`config.mk`:
```
export PLATFORM = sky130hd
export DESIGN_NAME = ttrng_entropy_conditioner_flat
export DESIGN_NICKNAME = d
export VERILOG_FILES = /design/src/rtl/ttrng_entropy_conditioner_if.sv /design/src/rtl/ttrng_entropy_conditioner.sv /design/src/flat_wrapper.sv
export SDC_FILE = /design/constraint.sdc
export NUM_CORES = 1
export LEC_CHECK = 0
export ABC_AREA = 1
export CORE_UTILIZATION = 43
export CTS_BUF_LIST = sky130_fd_sc_hd__clkbuf_8
export DETAILED_ROUTE_END_ITERATION = 16
export PLACE_DENSITY = 0.72
export SYNTH_ARGS = -nofsm -noshare
export SYNTH_HDL_FRONTEND = slang
export SYNTH_SLANG_ARGS = --single-unit
```
`constraint.sdc`:
```
create_clock -name clk -period 2.4 [get_ports clk]
set_input_delay 0.6 -clock clk [delete_from_list [all_inputs] [get_ports clk]]
set_output_delay 0.6 -clock clk [all_outputs]
set_load 0.02 [all_outputs]
```
`src/rtl/ttrng_entropy_conditioner_if.sv`:
```
// Consumer-side bus of the TRNG entropy conditioner: enable, raw entropy, pop and FIFO/status outputs.
interface ttrng_entropy_conditioner_if #(
    parameter int CHANNELS   = 4,
    parameter int OUT_W      = 8,
    parameter int FIFO_DEPTH = 4
);
    localparam int LW = $clog2(FIFO_DEPTH) + 1;

    logic                ena;
    logic [CHANNELS-1:0] raw_bits;
    logic                rd;
    logic [OUT_W-1:0]    out_data;
    logic                out_valid;
    logic [LW-1:0]       level;
    logic                overflow;
    logic                health_fail;

    modport master (
        output ena, raw_bits, rd,
        input  out_data, out_valid, level, overflow, health_fail
    );

    modport slave (
        input  ena, raw_bits, rd,
        output out_data, out_valid, level, overflow, health_fail
    );
endinterface

```
`src/rtl/ttrng_entropy_conditioner.sv`:
```
// Entropy conditioner: 2-FF sync, XOR combine, repetition health test, optional von Neumann
// debias (TTRNG_VN_DEBIAS_EN), word assembler and show-ahead FIFO.
module ttrng_entropy_conditioner #(
    parameter int CHANNELS   = 4,
    parameter int OUT_W      = 8,
    parameter int FIFO_DEPTH = 4,
    parameter int REP_LIMIT  = 16
) (
    input logic clk,
    input logic rst,
    ttrng_entropy_conditioner_if.slave bus
);
    localparam int AW = $clog2(FIFO_DEPTH);
    localparam int LW = AW + 1;
    localparam int CW = $clog2(OUT_W);

    logic [CHANNELS-1:0] s1_q, s2_q;
    logic                last_q, hf_q, ovf_q;
    logic [7:0]          rep_q, rep_d;
    logic [CW-1:0]       cnt_q;
    logic [OUT_W-1:0]    sh_q, word_d;
    logic [LW-1:0]       wp_q, rp_q, lvl;
    logic [OUT_W-1:0]    mem_q [FIFO_DEPTH];
    logic                c, adv, trip, emit_v, emit_b, push, pop, full, empty, wr;

    always_ff @(posedge clk or posedge rst) begin
        if (rst) begin
            s1_q <= '0;
            s2_q <= '0;
        end else begin
            s1_q <= bus.raw_bits;
            s2_q <= s1_q;
        end
    end

    assign c     = ^s2_q;
    assign adv   = bus.ena & ~hf_q;
    assign rep_d = (c == last_q) ? rep_q + 8'd1 : 8'd1;
    assign trip  = adv && (rep_d == 8'(REP_LIMIT));

    always_ff @(posedge clk or posedge rst) begin
        if (rst) begin
            last_q <= 1'b0;
            rep_q  <= '0;
            hf_q   <= 1'b0;
        end else if (adv) begin
            last_q <= c;
            rep_q  <= rep_d;
            if (trip) hf_q <= 1'b1;
        end
    end

`ifdef TTRNG_VN_DEBIAS_EN
    typedef enum logic {DB_IDLE, DB_HAVE_FIRST} db_state_e;
    db_state_e db_q;
    logic      dba_q;

    assign emit_v = adv && (db_q == DB_HAVE_FIRST) && (c != dba_q);
    assign emit_b = dba_q;

    always_ff @(posedge clk or posedge rst) begin
        if (rst) begin
            db_q  <= DB_IDLE;
            dba_q <= 1'b0;
        end else if (trip) begin
            db_q  <= DB_IDLE;
            dba_q <= 1'b0;
        end else if (adv) begin
            case (db_q)
                DB_IDLE: begin
                    dba_q <= c;
                    db_q  <= DB_HAVE_FIRST;
                end
                default: db_q <= DB_IDLE;
            endcase
        end
    end
`else
    assign emit_v = adv;
    assign emit_b = c;
`endif

    // First bit of a word ends up in the MSB.
    assign word_d = {sh_q[OUT_W-2:0], emit_b};
    assign push   = emit_v && (cnt_q == CW'(OUT_W - 1));

    always_ff @(posedge clk or posedge rst) begin
        if (rst) begin
            cnt_q <= '0;
            sh_q  <= '0;
        end else if (trip) begin
            cnt_q <= '0;
            sh_q  <= '0;
        end else if (emit_v) begin
            sh_q  <= word_d;
            cnt_q <= push ? '0 : cnt_q + CW'(1);
        end
    end

    assign lvl   = wp_q - rp_q;
    assign full  = (lvl == LW'(FIFO_DEPTH));
    assign empty = (lvl == '0);
    assign pop   = bus.rd & bus.out_valid;
    // A pop frees the slot the same edge, so a full FIFO still accepts a push alongside it.
    assign wr    = push & (~full | pop);

    always_ff @(posedge clk or posedge rst) begin
        if (rst) begin
            wp_q  <= '0;
            rp_q  <= '0;
            ovf_q <= 1'b0;
        end else if (trip) begin
            wp_q <= '0;
            rp_q <= '0;
        end else begin
            if (wr)  wp_q <= wp_q + LW'(1);
            if (pop) rp_q <= rp_q + LW'(1);
            if (push && full && !pop) ovf_q <= 1'b1;
        end
    end

    always_ff @(posedge clk) begin
        if (wr && !trip) mem_q[wp_q[AW-1:0]] <= word_d;
    end

    assign bus.out_valid   = ~empty & ~hf_q;
    assign bus.out_data    = bus.out_valid ? mem_q[rp_q[AW-1:0]] : '0;
    assign bus.level       = lvl;
    assign bus.overflow    = ovf_q;
    assign bus.health_fail = hf_q;
endmodule

```
`src/flat_wrapper.sv`:
```
// flat-port wrapper written by rule: the top's interface ports become plain ports
module ttrng_entropy_conditioner_flat 
#(
    parameter int CHANNELS   = 4,
    parameter int OUT_W      = 8,
    parameter int FIFO_DEPTH = 4,
    parameter int REP_LIMIT  = 16
)
  (clk, rst, bus_ena, bus_raw_bits, bus_rd, bus_out_data, bus_out_valid, bus_level, bus_overflow, bus_health_fail);
  ttrng_entropy_conditioner_if #(.CHANNELS(CHANNELS), .OUT_W(OUT_W), .FIFO_DEPTH(FIFO_DEPTH)) bus_i ();
  input logic clk;
  input logic rst;
  input wire logic [$bits(bus_i.ena)-1:0] bus_ena;
  input wire logic [$bits(bus_i.raw_bits)-1:0] bus_raw_bits;
  input wire logic [$bits(bus_i.rd)-1:0] bus_rd;
  output wire logic [$bits(bus_i.out_data)-1:0] bus_out_data;
  output wire logic [$bits(bus_i.out_valid)-1:0] bus_out_valid;
  output wire logic [$bits(bus_i.level)-1:0] bus_level;
  output wire logic [$bits(bus_i.overflow)-1:0] bus_overflow;
  output wire logic [$bits(bus_i.health_fail)-1:0] bus_health_fail;
  assign bus_i.ena = bus_ena;
  assign bus_i.raw_bits = bus_raw_bits;
  assign bus_i.rd = bus_rd;
  assign bus_out_data = bus_i.out_data;
  assign bus_out_valid = bus_i.out_valid;
  assign bus_level = bus_i.level;
  assign bus_overflow = bus_i.overflow;
  assign bus_health_fail = bus_i.health_fail;
  ttrng_entropy_conditioner #(.CHANNELS(CHANNELS), .OUT_W(OUT_W), .FIFO_DEPTH(FIFO_DEPTH), .REP_LIMIT(REP_LIMIT)) u_core (.clk(clk), .rst(rst), .bus(bus_i));
endmodule
```
# Yosys cells after proc, flatten, opt, wreduce, memory -nomap -nowiden
# Memories as Yosys holds them, arrays and structs flattened.
# Index checks and enable logic that the tools add are counted.
[totals]
regBits = 35
ram_bits = 32
in_bits = 8
out_inout_bits = 14
wordCells = 56
memories = 1
[memory_table]
columns = ["name", "depth", "word_bits", "rd", "rd_ports_with_merged_regs", "write_ports", "line_no", "text"]
rows = [
  ["u_core.mem_q", 4, 8, 1, 0, 1, "ttrng_entropy_conditioner.sv:23", "logic [OUT_W-1:0] mem_q [FIFO_DEPTH];"],
]
[classes]
addsub = 5
eq_ne = 4
n_mux = 13
n_bitwise = 9
reduce_logical = 14
[ops]
columns = ["operator", "n"]
rows = [
  ["$mux 3", 7],
  ["$mux 8", 2],
  ["$mux 7", 2],
  ["$add 3x1->3 const B", 3],
  ["$add 8x1->8 const B", 1],
  ["$eq 8x5->1 const B", 1],
  ["$eq 3x3->1 const B", 2],
  ["$reduce_bool 2->1", 3],
  ["$logic_and 1x1->1", 5],
  ["$and 1x1->1", 4],
  ["$not 1->1", 4],
  ["$reduce_and 2->1", 2],
  ["$reduce_xor 4->1", 1],
  ["$logic_not 3->1", 1],
  ["$sub 3x3->3", 1],
  ["$logic_not 1->1", 2],
  ["$mux 1", 2],
  ["$eq 1x1->1", 1],
  ["$or 1x1->1", 1],
]

# Longest topological paths before layout
# Gate-level depths: netlist of the first run.
[logic_depth]
depth_word = 10
ltp_mapped = 13
mapped_depth_nobuf = 13

# Least setup slack after synthesis of the first run
# No wires, ideal clock.
[synth_timing]
path_kind = "register to register"
start = "register u_core.wp_q[0]"
end = "memory u_core.mem_q[0][0], enable pin"
setup_ps = 371
arrival_ps = 2151
required_time_ps = 2029
path_slack_ps = -122
path_stages_with_launch = 10
path_buffers = 0
period_less_slack_ps = 2522
path_cell_list = "dfrtp_1 > inv_1 > ha_1 > fa_1 > xnor2_1 > o211ai_1 > nand2_1 > inv_1 > nand2_1 > nor2_1"
[synth_between]
elab_chain_cells = 10
elab_cells_between_ends = 12
cone_classes = "1 x add/sub; 1 x eq/ne; 2 x mux; 6 x bitwise; 2 x reduce/logical"
[synth_lines]
columns = ["element", "line_no", "text"]
rows = [
  ["start: declaration", "ttrng_entropy_conditioner.sv:22", "logic [LW-1:0] wp_q, rp_q, lvl;"],
  ["start signal: assignment", "ttrng_entropy_conditioner.sv:116", "if (wr) wp_q <= wp_q + LW'(1);"],
  ["$sub 3x3->3 (*)", "ttrng_entropy_conditioner.sv:100", "assign lvl = wp_q - rp_q;"],
  ["named net bus_level[2]", "flat_wrapper.sv:18", "output wire logic [$bits(bus_i.level)-1:0] bus_level;"],
  ["$logic_not 3->1", "ttrng_entropy_conditioner.sv:102", "assign empty = (lvl == '0);"],
  ["$not 1->1", "ttrng_entropy_conditioner.sv:126", "assign bus.out_valid = ~empty & ~hf_q;"],
  ["$and 1x1->1", "ttrng_entropy_conditioner.sv:126", ""],
  ["$and 1x1->1", "ttrng_entropy_conditioner.sv:103", "assign pop = bus.rd & bus.out_valid;"],
  ["$or 1x1->1 (*)", "ttrng_entropy_conditioner.sv:105", "assign wr = push & (~full | pop);"],
  ["$and 1x1->1 (*)", "ttrng_entropy_conditioner.sv:105", ""],
  ["$logic_and 1x1->1 (*)", "ttrng_entropy_conditioner.sv:123", "if (wr && !trip) mem_q[wp_q[AW-1:0]] <= word_d;"],
  ["$mux 1 (*)", "ttrng_entropy_conditioner.sv:123", ""],
  ["$mux 1 (not written as such) (*)", "ttrng_entropy_conditioner.sv:123", ""],
  ["end: declaration", "ttrng_entropy_conditioner.sv:23", ""],
]
# Mark *: on every way through the listed nets, which the timed path passes. The rest lies on a longest branch.

# Worst setup path in the final report of the first run
[layout_timing]
start = "register u_core.rp_q[0]"
end = "output port bus_out_data[2]"
[layout_between]
elab_chain_cells = 5
elab_cells_between_ends = 6
cone_classes = "1 x add/sub; 1 x mux; 2 x bitwise; 1 x reduce/logical; 1 x memory"
[layout_lines]
columns = ["element", "line_no", "text"]
rows = [
  ["start: declaration", "ttrng_entropy_conditioner.sv:22", ""],
  ["start signal: assignment", "ttrng_entropy_conditioner.sv:117", "if (pop) rp_q <= rp_q + LW'(1);"],
  ["$sub 3x3->3", "ttrng_entropy_conditioner.sv:100", ""],
  ["$logic_not 3->1", "ttrng_entropy_conditioner.sv:102", ""],
  ["$not 1->1", "ttrng_entropy_conditioner.sv:126", ""],
  ["$and 1x1->1", "ttrng_entropy_conditioner.sv:126", ""],
  ["$mux 8 (*)", "ttrng_entropy_conditioner.sv:127", "assign bus.out_data = bus.out_valid ? mem_q[rp_q[AW-1:0]] : '0;"],
  ["end: declaration", "flat_wrapper.sv:16", "output wire logic [$bits(bus_i.out_data)-1:0] bus_out_data;"],
]
# Every way passes the cells marked *; elsewhere a longest branch is shown, timed or not.

==> results.sh, run 1 <==
export IMPL_first_global_vias=2221
export IMPL_grt_start_max_net_pins=36
export IMPL_outcome="finished, violations left"
export IMPL_synth_cells=323
export IMPL_gp_congestion=0.802
export IMPL_hold_slack_ns=0.349
export IMPL_final_net_count=396
export IMPL_grt_pass1_wl_um=10500
export IMPL_critPathCaptureType="output port"
export IMPL_initial_utilization_pct=44.8
export IMPL_core_region_area_um2=6830
export IMPL_cts_tree="done"
export IMPL_p_sw_share_pct=19.5
export IMPL_pwr_share_seq_pct=53.1
export IMPL_post_place_ws_ns=-0.458
export IMPL_yosysTopAreaCellShare_pct=31.4
export IMPL_ant_nets=0
export IMPL_die_y_um=86.4
export IMPL_critical_path_class="register to output port"
export IMPL_areaGrowthSynthToFinish_pct=28.4
export IMPL_register_area_um2=1840
export IMPL_hold_path_class="register to register"
export IMPL_p_int_uw=1830
export IMPL_required_ns=1.80
export IMPL_crit_arrival_ns=2.01
export IMPL_final_setup_viol_count=42
export IMPL_pwr_share_clk_pct=44.6
export IMPL_synth_nets=341
export IMPL_grt_ovfl_total=0
export IMPL_crit_path_max_incr_delay_ns=0.53
export IMPL_synthArstFlopShare_pct=52.2
export IMPL_fin_crit_sh_pct=109
export IMPL_routedWlPerCell_um=13.0
export IMPL_dp_hpwl_um=4100
export IMPL_cts_buffers=9
export IMPL_yosysWarnings=0
export IMPL_hold_violations=0
export IMPL_numPortBuffers=21
export IMPL_max_cap_violations=0
export IMPL_hold_end="u_core.s2_q[1]"
export IMPL_whs_path_depth=0
export IMPL_ys_flop_type="dfrtp_1"
export IMPL_synth_edf_count=32
export IMPL_clock_latency_ns=0.33
export IMPL_ir_worst_vdd_mv=0.323
export IMPL_total_power_uw=2270
export IMPL_yosysMostFrequentCell="nand2_1"
export IMPL_p_leak_uw=0.00185
export IMPL_clk_pin_slew_ns=0.07
export IMPL_slew_headroom_pct=70.0
export IMPL_yosysTopAreaCell="edfxtp_1"
export IMPL_hold_start="u_core.s1_q[1]"
export IMPL_clock_path_buffers=2
export IMPL_worst_slew_pin_slew_ns=0.450
export IMPL_final_max_slew_violation_count=0
export IMPL_layout_setup_ws_ns=-0.209
export IMPL_netlist_area_um2=3060
export IMPL_cts_max_level=3
export IMPL_cp_cell_sequence="ha_4 > fa_2 > nand2_2 > inv_2 > nand2_4 > nand2_8 > a21oi_2 > buf_4"
export IMPL_powerDensity_nw_per_um2=578
export IMPL_violations="setup timing"
export IMPL_rsz0062_at_grt="true"
export IMPL_dr_pass1_iters=4
export IMPL_avgViaCountPerCell=4.79
export IMPL_slowest_stage="fa_2"
export IMPL_finalSetupTns_ns=-2.48
export IMPL_ys_ff_latch=67
export IMPL_crit_fanout=5
export IMPL_ys_top_cells_by_count="nand2_1 (72), nor2_1 (52), inv_1 (39)"
export IMPL_yosys_top_cells_area="edfxtp_1 (31%), dfrtp_1 (29%), nand2_1 (8.8%)"
export IMPL_root_buffer="clkbuf_8"
export IMPL_drc_errors=0
export IMPL_first_iter_violations=106
export IMPL_crit_path_start="u_core.rp_q[0]"
export IMPL_seq_area_frac_synth_pct=60.0
export IMPL_cp_top_family="adder cells"
export IMPL_pwr_share_comb_pct=2.3
export IMPL_place_area_um2=3520
export IMPL_worstReg2RegEnd="u_core.mem_q[3][0]"
export IMPL_r2r_start="u_core.wp_q[0]"
export IMPL_ys_types=28
export IMPL_cts_sinks=67
export IMPL_switching_power_uw=444
export IMPL_io_pins=22
export IMPL_track_usage_pct=18.5
export IMPL_antenna_found_initial=0
export IMPL_post_route_cell_area_um2=3930
export IMPL_max_freq_ghz=0.383
export IMPL_start_kind="register"
export IMPL_drive_gt1_share_pct=22.5
export IMPL_rows=30
export IMPL_syn_avg_cell_area_um2=9.48
export IMPL_fill_cells=576
export IMPL_clock_skew_ns=0.00933
export IMPL_r2r_cells=13
export IMPL_path_buf_inv=2
export IMPL_antenna_cells=0
export IMPL_reg2reg_setup_slack_ns=-0.05
export IMPL_wl_um=6240
export IMPL_fp_dieW_um=86.4
export IMPL_multiInputGateArea_um2=1190
export IMPL_detailroute_via_count=2296
export IMPL_period_needed_ns=2.61
export IMPL_die_area_um2=7460
## how the worst max path moves through the flow
| stage | endpoint | slack (ns) | cells after the start |
|---|---|---|---|
| finish | bus_out_data[2] | -0.21 | 8 |
| global route | bus_out_data[2] | -0.29 | 7 |
| CTS | bus_out_data[1] | -0.23 | 7 |
| detailed placement | bus_out_data[4] | -0.46 | 7 |
| global placement | bus_out_data[5] | -0.35 | 7 |
| floorplan | u_core.mem_q[0][0] | -0.12 | 9 |
## sequential cells by signal, indices dropped and copies added (netlist names)
register / cells
u_core.bus.overflow: 1
u_core.bus.health_fail: 1
u_core.mem_q: 32
u_core.last_q: 1
u_core.rp_q: 3
u_core.s1_q: 4
u_core.sh_q: 7
u_core.s2_q: 4
u_core.cnt_q: 3
u_core.rep_q: 8
u_core.wp_q: 3
## cells by family after synthesis
logic type | share of synthesized area [%]
simple gates | 21.1
flops | 60.0
buf+inv | 5.76
compound gates | 6.82
fa+ha+maj | 4.33
xor+xnor | 2.00
## placed cells by master (no fill, tap or decap), types with 2 or more instances in the layout
cell type | netlist | final
dfrtp_1 | 35 | 35
nand3_1 | 13 | 13
ha_1 | 9 | 8
nor2_2 | 2 | 2
a21oi_2 | 0 | 7
clkbuf_8 | 0 | 10
o22ai_1 | 3 | 3
buf_6 | 0 | 4
nand4_1 | 4 | 4
nor2_1 | 52 | 48
nand2_2 | 3 | 3
edfxtp_1 | 32 | 32
xnor2_1 | 3 | 2
clkdlybuf4s50_1 | 0 | 10
nand2_1 | 72 | 69
inv_1 | 39 | 38
o21ai_1 | 2 | 2
nand3b_1 | 3 | 3
o21ai_0 | 22 | 22
buf_4 | 0 | 32
buf_2 | 0 | 2
xor2_1 | 4 | 4
nor2_4 | 1 | 5
bufinv_16 | 0 | 2
inv_2 | 2 | 5
nand3_2 | 2 | 2
nand2_4 | 0 | 2
nand2_8 | 0 | 2
## final cells by class
class                           instances  area share, %
Inverter                               41           3.91
Sequential cell                        67           46.7
Clock inverter                          6           2.13
Tap cell                               96           3.05
Timing Repair Buffer                   49           10.4
Clock buffer                           10           3.50
Multi-Input combinational cell        210           30.3
## power groups by stage
stage               Clock, uW  Combinational [uW]  Sequential [uW]
detailed placement          0                52.5             1230
floorplan                   0                29.8             1230
CTS                      1040                53.2             1210
global route             1100                57.9             1210
global placement            0                50.5             1230
finish                   1010                51.7             1210
## per-layer routing
layer	track usage (%)	part of all wire, %	vias to the layer above
met1	22.5	43	1086
met2	32.1	53	48
met4	6.97	0.83	0
met3	4.38	4.0	5
li1	-	-	1157
met5	0	0	-
## stage by stage
stage          util (%)  instances
6_report           57.6        479
5_1_grt            57.6        479
4_1_cts            55.9        472
3_5_place_dp       51.5        454
3_3_place_gp       51.5        454
2_1_floorplan         -        323
## timing repair
action / in CTS / in global routing
resized for setup: 75 / 18
hold endpoints to repair: 0 / 0
hold buffers: 0 / 0
gates cloned: 1 / 0
setup buffers: 1 / 7
pin swaps: 3 / 6
endpoints found under the setup margin: 11 / 42
Note: power is estimated with default switching activity, not from simulation.
==> run 2: changes to the inputs <==
--- a/config.mk
+++ b/config.mk
@@ -6,10 +6,13 @@
 export NUM_CORES = 1
 export LEC_CHECK = 0
 export ABC_AREA = 1
+export CORE_ASPECT_RATIO = 1.25
 export CORE_UTILIZATION = 43
 export CTS_BUF_LIST = sky130_fd_sc_hd__clkbuf_8
 export DETAILED_ROUTE_END_ITERATION = 16
 export PLACE_DENSITY = 0.72
+export SKIP_LAST_GASP = 1
+export SLEW_MARGIN = 30
 export SYNTH_ARGS = -nofsm -noshare
 export SYNTH_HDL_FRONTEND = slang
 export SYNTH_SLANG_ARGS = --single-unit
==> run 2 against run 1 <==
  * Clock skew is 0.00089 ns lower
  * Worst setup slack got worse by 0.039 ns
  * The flow still finishes with violations (setup timing)
  * Die area hardly changed
  * Highest routed layer unchanged
  * Register-to-register slack got worse by 0.04 ns
  * Largest power group unchanged
  * Wire length about the same
  * Sequential cell count stayed put
  * Non-clock buffer count grew 1
  * Hold slack improved by 0.0029 ns
  * Sequential power about the same
  * Cell count fell by 1.0%
  * Fmax down 1.5%
==> results.sh, run 2 (synthesis results as in run 1) <==
export IMPL_crit_fanout=5
export IMPL_final_net_count=397
export IMPL_rsz0062_at_grt="true"
export IMPL_p_sw_share_pct=20.9
export IMPL_fill_cells=571
export IMPL_final_util_pct=57.4
export IMPL_clock_path_buffers=2
export IMPL_place_area_um2=3530
export IMPL_detailroute_via_count=2301
export IMPL_ant_nets=0
export IMPL_core_region_area_um2=6930
export IMPL_pwr_share_seq_pct=52.6
export IMPL_io_pins=22
export IMPL_crit_arrival_ns=2.05
export IMPL_ir_worst_vdd_mv=0.292
export IMPL_clock_latency_ns=0.34
export IMPL_p_int_uw=1820
export IMPL_first_iter_violations=111
export IMPL_period_needed_ns=2.65
export IMPL_pwr_share_comb_pct=2.2
export IMPL_switching_power_uw=481
export IMPL_dp_hpwl_um=3970
export IMPL_dpl_cell_count=450
export IMPL_hold_path_class="register to register"
export IMPL_slew_headroom_pct=70.5
export IMPL_root_buffer="clkbuf_8"
export IMPL_fp_dieW_um=77.5
export IMPL_worst_slew_pin_slew_ns=0.442
export IMPL_max_freq_ghz=0.378
export IMPL_max_cap_violations=0
export IMPL_post_route_cell_area_um2=3980
export IMPL_cts_max_level=3
export IMPL_final_common_cell="nand2_1"
export IMPL_finalSetupTns_ns=-4.40
export IMPL_gp_congestion=0.769
export IMPL_initial_utilization_pct=44.2
export IMPL_critPathCaptureType="output port"
export IMPL_start_kind="register"
export IMPL_grt_pass1_wl_um=10500
export IMPL_cts_sinks=67
export IMPL_track_usage_pct=18.5
export IMPL_final_setup_viol_count=41
export IMPL_final_max_slew_violation_count=0
export IMPL_r2r_cells=13
export IMPL_grt_start_max_net_pins=36
export IMPL_die_area_um2=7470
export IMPL_wl_um=6240
export IMPL_numPortBuffers=21
export IMPL_powerDensity_nw_per_um2=577
export IMPL_clk_pin_slew_ns=0.07
export IMPL_avgViaCountPerCell=4.85
export IMPL_grt_ovfl_total=0
export IMPL_required_ns=1.80
export IMPL_hold_violations=0
export IMPL_stdcell_count=474
export IMPL_pwr_share_clk_pct=45.3
export IMPL_drive_gt1_share_pct=23.7
export IMPL_layout_setup_ws_ns=-0.249
export IMPL_dr_pass1_iters=4
export IMPL_fin_crit_sh_pct=110
export IMPL_drc_errors=0
export IMPL_p_leak_uw=0.00187
export IMPL_reg2reg_setup_slack_ns=-0.09
export IMPL_total_power_uw=2300
export IMPL_cts_tree="done"
export IMPL_whs_path_depth=0
export IMPL_hold_buffers=0
export IMPL_largest_register_ffs=32
export IMPL_die_y_um=96.4
export IMPL_areaGrowthSynthToFinish_pct=29.9
export IMPL_routedWlPerCell_um=13.2
export IMPL_most_common_layout_cells="nand2_1 (69), nor2_1 (48), inv_1 (35), dfrtp_1 (35), edfxtp_1 (32)"
export IMPL_rows=34
export IMPL_violations="setup timing"
export IMPL_outcome="finished, violations left"
export IMPL_antenna_cells=0
export IMPL_antenna_found_initial=0
export IMPL_clock_skew_ns=0.00844
export IMPL_cts_buffers=9
export IMPL_first_global_vias=2227
export IMPL_critical_path_class="register to output port"
==> run 2: worst paths after layout <==
kind	from	end
max	u_core.rp_q[0]	bus_out_data[0]
min	u_core.s1_q[1]	u_core.s2_q[1]
max reg2reg	u_core.wp_q[0]	u_core.mem_q[1][2]
min reg2reg	u_core.s1_q[1]	u_core.s2_q[1]
max in group asynchronous	rst	u_core.sh_q[1]
min in group asynchronous	rst	u_core.s2_q[0]
==> run 2: timing repair <==
item,in CTS,in global routing
setup buffers,4,3
pin swaps,4,4
gates resized for setup,76,27
endpoints found under the setup margin,12,44
gates cloned,1,0
==> run 2: cell type report <==
class,instances,area (um2),area share (%)
Multi-Input combinational cell,210,1210,30.4
Inverter,41,154,3.87
Timing Repair Buffer,50,442,11.1
Clock buffer,9,124,3.11
Clock inverter,7,100,2.52
Sequential cell,67,1840,46.2
Tap cell,90,113,2.83
==> run 2: layer usage <==
metal | part of all wire [%] | global-route usage, % | vias up
li1 | - | - | 1155
met1 | 43 | 21.4 | 1100
met2 | 53 | 33.8 | 35
met3 | 2.1 | 2.94 | 11
met4 | 2.0 | 8.49 | 0
met5 | 0 | 0 | -
==> run 2: critical path, cell delays in order (launching register included) <==
cell and delay (ns):
dfrtp_1 0.41, ha_4 0.17, fa_2 0.56, nand2_2 0.07, inv_2 0.08, nand2_4 0.09, nand2_4 0.13, a21oi_2 0.04
buf_4 0.16
==> run 2: power by group through the flow <==
stage	combinational [uW]	sequential [uW]	clock (uW)
4_1_cts	50.7	1210	1060
3_5_place_dp	50.8	1230	0
6_report	49.5	1210	1040
5_1_grt	56.7	1210	1100
3_3_place_gp	50.2	1230	0
2_1_floorplan	29.8	1230	0
==> run 2: per-stage QoR <==
stage                     worst slack, ns  hold slack [ns]
after global placement             -0.381            0.334
after CTS                          -0.240            0.353
final                              -0.249            0.352
after global routing               -0.302            0.359
after floorplan                    -0.122            0.331
after detailed placement           -0.453            0.335
==> run 3: changes to the inputs <==
--- a/config.mk
+++ b/config.mk
@@ -7,10 +7,10 @@
 export LEC_CHECK = 0
 export ABC_AREA = 1
 export CORE_ASPECT_RATIO = 1.25
-export CORE_UTILIZATION = 43
+export CORE_UTILIZATION = 45
 export CTS_BUF_LIST = sky130_fd_sc_hd__clkbuf_8
 export DETAILED_ROUTE_END_ITERATION = 16
-export PLACE_DENSITY = 0.72
+export PLACE_DENSITY = 0.74
 export SKIP_LAST_GASP = 1
 export SLEW_MARGIN = 30
 export SYNTH_ARGS = -nofsm -noshare
==> run 3 against run 2 <==
  * The run still ends with setup timing left
  * Largest cell class unchanged
  * Via count increased by 0.61%
  * Total power increased by 1.8%
  * Non-clock buffer count decreased by 1
  * Worst setup slack got worse by 0.017 ns
  * Critical endpoint is now bus_out_data[5]
  * Register-to-register slack improved by 0.10 ns
  * Global-route usage increased by 0.51 points
==> results.sh, run 3 (synthesis results as in run 1) <==
export IMPL_violations="setup timing"
export IMPL_crit_fanout=5
export IMPL_clk_pin_slew_ns=0.08
export IMPL_fin_crit_sh_pct=111
export IMPL_rsz0062_at_grt="true"
export IMPL_dr_pass1_iters=4
export IMPL_final_util_pct=60.1
export IMPL_max_freq_ghz=0.375
export IMPL_p_sw_share_pct=21.9
export IMPL_outcome="finished, violations left"
export IMPL_hold_violations=0
export IMPL_gp_congestion=0.801
export IMPL_largest_register_ffs=32
export IMPL_areaGrowthSynthToFinish_pct=28.9
export IMPL_crit_path_max_incr_delay_ns=0.54
export IMPL_dp_hpwl_um=3940
export IMPL_powerDensity_nw_per_um2=592
export IMPL_cts_tree="done"
export IMPL_dpl_cell_count=448
export IMPL_crit_arrival_ns=2.07
export IMPL_die_y_um=94.2
export IMPL_total_power_uw=2340
export IMPL_slowest_stage="fa_2"
export IMPL_layout_setup_ws_ns=-0.266
export IMPL_wl_um=6110
export IMPL_core_region_area_um2=6570
export IMPL_final_max_slew_violation_count=0
export IMPL_grt_pass1_wl_um=9800
export IMPL_pwr_share_seq_pct=51.6
export IMPL_rows=33
export IMPL_critPathCaptureType="output port"
export IMPL_worst_slew_pin_slew_ns=0.443
export IMPL_routedWlPerCell_um=13.0
export IMPL_track_usage_pct=19.0
export IMPL_p_int_uw=1830
export IMPL_final_net_count=396
export IMPL_ant_nets=0
export IMPL_stdcell_count=470
export IMPL_drive_gt1_share_pct=23.2
export IMPL_clock_latency_ns=0.36
export IMPL_ir_worst_vdd_mv=0.465
export IMPL_critical_path_class="register to output port"
export IMPL_start_kind="register"
export IMPL_most_common_layout_cells="nand2_1 (69), nor2_1 (48), inv_1 (35), dfrtp_1 (35), edfxtp_1 (32)"
export IMPL_clock_skew_ns=0.00741
export IMPL_avgViaCountPerCell=4.93
export IMPL_io_pins=22
export IMPL_hold_path_class="register to register"
export IMPL_detailroute_via_count=2315
export IMPL_die_area_um2=7140
export IMPL_grt_ovfl_total=0
export IMPL_required_ns=1.80
export IMPL_cts_max_level=3
export IMPL_first_global_vias=2155
export IMPL_slew_headroom_pct=70.5
export IMPL_period_needed_ns=2.67
export IMPL_antenna_found_initial=0
export IMPL_first_iter_violations=80
export IMPL_final_common_cell="nand2_1"
export IMPL_fp_dieW_um=75.8
export IMPL_p_leak_uw=0.00187
export IMPL_max_cap_violations=0
export IMPL_pwr_share_comb_pct=2.1
export IMPL_pwr_share_clk_pct=46.3
export IMPL_cts_sinks=67
export IMPL_antenna_cells=0
export IMPL_post_place_ws_ns=-0.437
export IMPL_cp_cell_sequence="ha_4 > fa_2 > nand2_2 > inv_2 > nand2_4 > nand2_8 > a21oi_2 > buf_4"
export IMPL_grt_start_max_net_pins=36
export IMPL_drc_errors=0
export IMPL_numPortBuffers=21
export IMPL_final_setup_viol_count=9
export IMPL_initial_utilization_pct=46.7
export IMPL_root_buffer="clkbuf_8"
export IMPL_cts_buffers=9
export IMPL_finalSetupTns_ns=-2.22
export IMPL_clock_path_buffers=2
export IMPL_hold_buffers=0
export IMPL_switching_power_uw=512
[run 3: per-stage QoR]
stage	hold WS, ns	instance area, um2
after floorplan	0.331	3060
after global placement	0.334	3530
after detailed placement	0.335	3530
after CTS	0.354	3820
after global routing	0.360	3950
final	0.352	3950
[run 3: layout make-up]
cell class	count	area (um2)
Inverter	41	154
Clock inverter	7	106
Timing Repair Buffer	49	434
Sequential cell	67	1840
Fill cell	534	2620
Tap cell	87	109
Clock buffer	9	124
Multi-Input combinational cell	210	1180
[run 3: layer usage]
metal	share of wire, %	vias to the layer above	global-route usage, %
met5	0	-	0
met4	2.3	0	8.33
met3	3.6	12	4.83
met2	51	42	31.4
met1	43	1102	23.0
li1	-	1159	-
[run 3: path summary, 6_finish.rpt]
| path | start | to | slack (ns) | depth (start not counted) |
|---|---|---|---|---|
| worst max-delay path | u_core.rp_q[0] | bus_out_data[5] | -0.27 | 8 |
| min in group asynchronous | rst | u_core.s1_q[3] | 0.63 | 3 |
| max in group asynchronous | rst | u_core.rp_q[0] | 1.45 | 3 |
| worst min register to register | u_core.s1_q[2] | u_core.s2_q[2] | 0.35 | 0 |
| worst min-delay path | u_core.s1_q[2] | u_core.s2_q[2] | 0.35 | 0 |
| worst max register to register | u_core.wp_q[0] | u_core.mem_q[3][3] | 0.01 | 13 |
[run 3: what timing repair did]
action	CTS	global route
gates resized for setup	67	33
endpoints found under the hold margin	0	0
pin swaps	2	3
cloned	1	0
buffers inserted	3	2
setup endpoints to repair	12	43
[run 3: worst max-delay path: cells and delay by family (launching register included)]
family                   cells  cell delay (ns)
buffers and inverters        2             0.24
AO/OA/AOI/OAI                1             0.04
flip-flops                   1             0.42
adder cells (fa/ha/maj)      2             0.71
AND/OR/NAND/NOR              3             0.30
[run 3: power by group through the flow]
stage / Combinational, uW / Sequential [uW] / Clock (uW)
after floorplan: 29.8 / 1230 / 0
after global placement: 49.9 / 1230 / 0
after detailed placement: 50.4 / 1230 / 0
after CTS: 50.6 / 1210 / 1090
after global routing: 56.9 / 1210 / 1150
final: 49.2 / 1210 / 1080
